File: src/rtl/data_mem_pkg.sv
// -----------------------------------------------------------------------------
// data_mem_pkg
// Shared definitions for the data_mem arbitration slice: memory geometry,
// arbiter priority states and the port identifiers carried by the read-return
// tag.
// -----------------------------------------------------------------------------
package data_mem_pkg;

  localparam int ADDR_W = 11;
  localparam int DATA_W = 32;

  typedef enum logic {
    P_PRIO = 1'b0,
    D_PRIO = 1'b1
  } arb_state_t;

  localparam logic PORT_P = 1'b0;
  localparam logic PORT_D = 1'b1;

endpackage

File: src/rtl/data_mem_rd_return.sv
// -----------------------------------------------------------------------------
// data_mem_rd_return
// Tracks the single outstanding read issued to data_mem, raises the owning
// port's rvalid in the following cycle, and keeps a per-port hold register so
// each port's rdata stays stable between its own returns.
//
// Ports
//   clock         system clock, rising edge
//   reset_n       synchronous active-low reset
//   rd_issue      a read was granted this cycle
//   rd_port       owner of that read (PORT_P / PORT_D)
//   mem_out_data  registered read data from data_mem
//   p_rvalid      pipeline read data valid
//   p_rdata       pipeline read data
//   d_rvalid      debug read data valid
//   d_rdata       debug read data
// -----------------------------------------------------------------------------
module data_mem_rd_return
  import data_mem_pkg::*;
#(
  parameter int DATA_W = data_mem_pkg::DATA_W
) (
  input  logic              clock,
  input  logic              reset_n,
  input  logic              rd_issue,
  input  logic              rd_port,
  input  logic [DATA_W-1:0] mem_out_data,
  output logic              p_rvalid,
  output logic [DATA_W-1:0] p_rdata,
  output logic              d_rvalid,
  output logic [DATA_W-1:0] d_rdata
);

  logic              rd_vld_q;
  logic              rd_tag_q;
  logic [DATA_W-1:0] p_hold_q;
  logic [DATA_W-1:0] d_hold_q;

  // A return already in flight is suppressed while reset is asserted so that
  // it is never presented to the requester.
  always_comb begin
    p_rvalid = reset_n & rd_vld_q & (rd_tag_q == PORT_P);
    d_rvalid = reset_n & rd_vld_q & (rd_tag_q == PORT_D);
    p_rdata  = p_rvalid ? mem_out_data : p_hold_q;
    d_rdata  = d_rvalid ? mem_out_data : d_hold_q;
  end

  // Return stage: tag registered at the grant edge, data captured at the end
  // of the return cycle.
  always_ff @(posedge clock) begin
    if (!reset_n) begin
      rd_vld_q <= 1'b0;
      rd_tag_q <= PORT_P;
      p_hold_q <= '0;
      d_hold_q <= '0;
    end else begin
      rd_vld_q <= rd_issue;
      rd_tag_q <= rd_port;
      if (p_rvalid) p_hold_q <= mem_out_data;
      if (d_rvalid) d_hold_q <= mem_out_data;
    end
  end

endmodule

File: src/rtl/data_mem_arbiter.sv
// -----------------------------------------------------------------------------
// data_mem_arbiter
// Shares the single-port data_mem between the pipeline MEM stage (P, fixed
// priority) and the debug/loader port (D). A starvation counter hands D one
// guaranteed grant after STARVE_LIMIT consecutive refused cycles.
//
// Ports
//   clock, reset_n                    clock / synchronous active-low reset
//   p_req, p_write, p_addr, p_wdata   pipeline request
//   p_gnt, p_stall                    pipeline grant (comb) / stall
//   p_rvalid, p_rdata                 pipeline read return
//   d_req, d_write, d_addr, d_wdata   debug request
//   d_gnt                             debug grant (comb)
//   d_rvalid, d_rdata                 debug read return
//   mem_address, mem_in_data,
//   mem_write                         to data_mem
//   mem_out_data                      from data_mem (registered read)
// -----------------------------------------------------------------------------
module data_mem_arbiter
  import data_mem_pkg::*;
#(
  parameter int ADDR_W       = data_mem_pkg::ADDR_W,
  parameter int DATA_W       = data_mem_pkg::DATA_W,
  parameter int STARVE_LIMIT = 8
) (
  input  logic              clock,
  input  logic              reset_n,
  input  logic              p_req,
  input  logic              p_write,
  input  logic [ADDR_W-1:0] p_addr,
  input  logic [DATA_W-1:0] p_wdata,
  output logic              p_gnt,
  output logic              p_stall,
  output logic              p_rvalid,
  output logic [DATA_W-1:0] p_rdata,
  input  logic              d_req,
  input  logic              d_write,
  input  logic [ADDR_W-1:0] d_addr,
  input  logic [DATA_W-1:0] d_wdata,
  output logic              d_gnt,
  output logic              d_rvalid,
  output logic [DATA_W-1:0] d_rdata,
  output logic [ADDR_W-1:0] mem_address,
  output logic [DATA_W-1:0] mem_in_data,
  output logic              mem_write,
  input  logic [DATA_W-1:0] mem_out_data
);

  localparam logic [7:0] STARVE_MAX = 8'(STARVE_LIMIT - 1);

  arb_state_t state_q, state_d;
  logic [7:0] starve_q, starve_d;
  logic       d_refused;
  logic       rd_issue;
  logic       rd_port;

  // Grants: nothing is granted while reset is held, so no write can slip
  // into the memory during reset.
  always_comb begin
    p_gnt = 1'b0;
    d_gnt = 1'b0;
    if (reset_n) begin
      case (state_q)
        P_PRIO: begin
          p_gnt = p_req;
          d_gnt = d_req & ~p_req;
        end
        D_PRIO: begin
          d_gnt = d_req;
          p_gnt = p_req & ~d_req;
        end
        default: begin
          p_gnt = 1'b0;
          d_gnt = 1'b0;
        end
      endcase
    end
  end

  assign p_stall   = p_req & ~p_gnt;
  assign d_refused = d_req & ~d_gnt;

  // Next state and starvation count. D_PRIO lasts one cycle at most: D is
  // either granted there or has withdrawn its request.
  always_comb begin
    state_d  = state_q;
    starve_d = starve_q;
    if (!d_refused) begin
      starve_d = '0;
    end else if (starve_q < STARVE_MAX) begin
      starve_d = starve_q + 8'd1;
    end
    case (state_q)
      P_PRIO: if (d_refused && (starve_q == STARVE_MAX)) state_d = D_PRIO;
      D_PRIO: if (d_gnt || !d_req) state_d = P_PRIO;
      default: state_d = P_PRIO;
    endcase
  end

  always_ff @(posedge clock) begin
    if (!reset_n) begin
      state_q  <= P_PRIO;
      starve_q <= '0;
    end else begin
      state_q  <= state_d;
      starve_q <= starve_d;
    end
  end

  // Memory mux: with no grant, P's address is presented as a harmless read.
  always_comb begin
    if (d_gnt) begin
      mem_address = d_addr;
      mem_in_data = d_wdata;
      mem_write   = d_write;
    end else begin
      mem_address = p_addr;
      mem_in_data = p_wdata;
      mem_write   = p_gnt & p_write;
    end
  end

  assign rd_issue = (p_gnt & ~p_write) | (d_gnt & ~d_write);
  assign rd_port  = d_gnt ? PORT_D : PORT_P;

  data_mem_rd_return #(
    .DATA_W (DATA_W)
  ) u_rd_return (
    .clock        (clock),
    .reset_n      (reset_n),
    .rd_issue     (rd_issue),
    .rd_port      (rd_port),
    .mem_out_data (mem_out_data),
    .p_rvalid     (p_rvalid),
    .p_rdata      (p_rdata),
    .d_rvalid     (d_rvalid),
    .d_rdata      (d_rdata)
  );

endmodule

File: config.mk
export PLATFORM = sky130hd
export DESIGN_NAME = data_mem_arbiter
export DESIGN_NICKNAME = d
export VERILOG_FILES = /design/src/rtl/data_mem_pkg.sv /design/src/rtl/data_mem_rd_return.sv /design/src/rtl/data_mem_arbiter.sv
export SDC_FILE = /design/constraint.sdc
export NUM_CORES = 1
export LEC_CHECK = 0
export ABC_CLOCK_PERIOD_IN_PS = 3500
export CAP_MARGIN = 20
export CORE_AREA = 2 2 76 132
export CTS_BUF_LIST = sky130_fd_sc_hd__clkbuf_8
export DETAILED_ROUTE_END_ITERATION = 12
export DIE_AREA = 0 0 78 134
export PLACE_DENSITY = 0.86
export SLEW_MARGIN = 10
export SYNTH_ARGS = -nofsm -noshare
export SYNTH_HDL_FRONTEND = slang
export SYNTH_SLANG_ARGS = --single-unit
File: constraint.sdc
create_clock -name clock -period 3.5 [get_ports clock]
set_input_delay 0.525 -clock clock [delete_from_list [all_inputs] [get_ports clock]]
set_output_delay 0.525 -clock clock [all_outputs]
set_load 0.02 [all_outputs]
==> flow_summary.yaml <==
logic_synthesis:
  ys_types: 30
  async_flop_share_pct: 0
  number_of_nets_produced_by_synthesis: 423
  synth_largest_type_area_fraction_pct: 40.2
  syn-instance-count: 298
  synth_largest_area_cell: "sky130_fd_sc_hd__dfxtp_1"
  synth.avg_cell_area_sq_um: 12.5
  ys_ff_latch: 75
  yosys-top-cells-area: "sky130_fd_sc_hd__dfxtp_1 (40%), sky130_fd_sc_hd__mux2_4 (23%), sky130_fd_sc_hd__and2_1 (11%)"
  synth_top_flop_cell: "sky130_fd_sc_hd__dfxtp_1"
  synthesis.yosys.warnings: 0
  mappedNetlistArea_sq_um: 3730
  synth.yosys.seq_area_share_pct: 40.2
  number_of_synthesized_flops_with_an_enable_pin: 0
cts:
  cts_htree_levels: 3
  cts_setup_buffers: 0
  numCtsBuffers: 9
  post_cts_resized: 0
  tritoncts_clock_tree: "built"
  numClockSinks: 75
  root_buffer: "sky130_fd_sc_hd__clkbuf_8"
  ctsHoldBuffers: 0
  clock_latency_ns: 0.34
  max-clock-path-buffers: 2
  clk_pin_slew_worst_paths_ns: 0.07
pwr:
  total_switching_power_uw: 510
  switching_share_pct: 25.6
  share_clk_of_total_power_pct: 31.9
  pwr-share-seq_pct: 43.8
  pwr_density_cell_nw_per_um2: 313
  share_comb_of_total_power_pct: 24.3
  irDropWorstVdd_mv: 0.178
  total_leakage_power_uw: 0.00272
  internal_power_uw: 1480
setup_path:
  crit_arrival_ns: 2.61
  worst_path_dominant_cell_family: "buffers and inverters"
  max_stage_delay_ns: 0.57
  timing.critical_path.buf_inv: 3
  timing_worst_setup_path_type: "in -> out"
  cpMaxStageDelayCell: "sky130_fd_sc_hd__clkdlybuf4s50_1"
  worst_ep_required_time_ns: 2.97
  crit_path_cell_trace: "clkdlybuf4s50_1 > and2b_1 > nor2_4 > buf_12 > mux2_1 > clkdlybuf4s50_1"
  critPathMostFrequentCell: "sky130_fd_sc_hd__clkdlybuf4s50_1"
  critPathMaxFanout: 45
  critical_path.startpoint_type: "primary input"
  critPathCaptureType: "output port"
sta:
  final-setup-viol-count: 0
  finalWorstPathRequiredPeriod_ns: 3.13
  final_hold_viol_count: 0
  slew_viol_final: 0
  layout_worst_path_cycle_share_pct: 89.5
  maxClockFrequency_mhz: 319
  rsz0062_at_grt: "no"
  timing.slew.headroom_pct: 70.9
  worstMarginPinSlew_ns: 0.436
  fin_setup_tns_ns: 0
  fin_skew_ns: 0.00492
cells_and_area:
  most-common-layout-cells: "sky130_fd_sc_hd__clkdlybuf4s50_1 (234), sky130_fd_sc_hd__dfxtp_1 (75), sky130_fd_sc_hd__and2_1 (68)"
  drive_above_1_share_pct: 20.3
  layout.filler_cells: 730
  area_growth_synth_to_finish_pct: 70.6
  finish.utilization_pct: 67.7
  layout_commonest_cell: "sky130_fd_sc_hd__clkdlybuf4s50_1"
  final_nets: 657
grt:
  grt_pass1_wl_mm: 19.1
  initial_antenna_violation_count: 3
  grt_overflow: 0
  pin_count_of_the_biggest_net_entering_global_routing: 61
  grt_usage_pct: 24.7
  via_count_of_the_first_global_routing_pass: 3462
floorplanning:
  top_ports: 237
  core.rowCount: 47
  floorplan.die.width_um: 78
  initial_core_util_pct: 39.7
  die_area_sq_um: 10500
  core_region_area_sq_um: 9410
  die_height_um: 134
routing:
  route.detailed.vias_per_inst: 4.75
  wirelength_mm: 12.7
  drt_pass_1_iters: 4
  wl_per_cell_um: 19.3
  route.detailed.drc: 0
  detailed_route_iter0_violations: 65
  detailroute.via_count: 3142
  postRouteAntennaNets: 0
placed_design:
  gp_congestion: 0.837
  dp_hpwl_mm: 10.4
  placement.io_buffers: 236
flow_run:
  cap_viol_max_count: 0
run_status:
  outcome: "completed"
hold_path:
  tightest_hold_check_type: "reg -> reg"
through the flow:
stage,cells,hold slack [ns],setup slack [ns],area (sq um),total power [uW]
2_1_floorplan,298,0.431,1.41,3730,1090
6_report,661,0.475,0.369,6370,1990
4_1_cts,659,0.474,0.338,6360,2020
5_1_grt,661,0.497,0.293,6370,2080
3_5_place_dp,643,0.452,0.352,6170,1380
3_3_place_gp,643,0.443,0.404,6170,1370
metal layers:
layer	track usage [%]	up-vias	routed length [um]
met4	9.84	2	365
met3	7.67	16	1030
met5	0	-	13
li1	-	1483	-
met1	25.9	1460	4720
met2	45.1	181	6610
power by group through the flow:
stage          logic [uW]  clock network, uW  registers, uW
2_1_floorplan         201                  0            891
3_3_place_gp          481                  0            892
3_5_place_dp          484                  0            893
4_1_cts               489                663            873
5_1_grt               509                699            874
6_report              485                636            873
layout make-up:
class	count	area, sq um	share of cell area (%)
repair buffers	241	2430	38.2
well taps	122	153	2.40
clock buffers	9	124	1.95
clock inverters	7	68.8	1.08
multi-input cells	202	2070	32.6
diodes	2	5.00	0.0786
flip-flops and latches	75	1500	23.6
inverters	3	11.3	0.177
sequential cells by signal (all words and copies together) (netlist names):
register and cells:
starve_q 8, u_rd_return.p_hold_q 32, state_q 1, u_rd_return.rd_vld_q 1, u_rd_return.d_hold_q 32, u_rd_return.rd_tag_q 1
synthesized netlist by cell type (2+ instances only):
cell / instances
sky130_fd_sc_hd__dfxtp_1: 75
sky130_fd_sc_hd__and2_1: 68
sky130_fd_sc_hd__mux2_4: 58
sky130_fd_sc_hd__mux2_1: 27
sky130_fd_sc_hd__mux2_2: 22
sky130_fd_sc_hd__buf_6: 10
sky130_fd_sc_hd__clkbuf_1: 6
sky130_fd_sc_hd__nand2_1: 4
sky130_fd_sc_hd__inv_1: 3
sky130_fd_sc_hd__buf_2: 2
sky130_fd_sc_hd__mux2i_1: 2
sky130_fd_sc_hd__nor2_1: 2
sky130_fd_sc_hd__o21a_1: 2
path summary, 6_finish.rpt:
kind                                    endpoint  slack, ns  depth (start not counted)                            start
max                               mem_in_data[8]       0.37                          6                            p_req
min                     starve_q[4]$_SDFFE_PN0N_       0.47                          1         starve_q[4]$_SDFFE_PN0N_
max reg2reg  u_rd_return.d_hold_q[21]$_SDFF_PN0_       1.84                          4  u_rd_return.rd_vld_q$_SDFF_PN0_
min reg2reg             starve_q[4]$_SDFFE_PN0N_       0.47                          1         starve_q[4]$_SDFFE_PN0N_
logic make-up (layout without fill, tap and decap cells):
| family | Yosys count | in the layout | share of synthesized area [%] |
|---|---|---|---|
| AOI/OAI and AO/OA | 6 | 6 | 1.41 |
| adders and majority gates | 1 | 1 | 0.335 |
| buffers and inverters | 21 | 260 | 4.19 |
| DFF | 75 | 75 | 40.2 |
| muxes | 109 | 109 | 38.7 |
| other | 0 | 2 | 0 |
| and+or+nand+nor | 86 | 86 | 15.2 |
(Power assumes the default switching activity.)
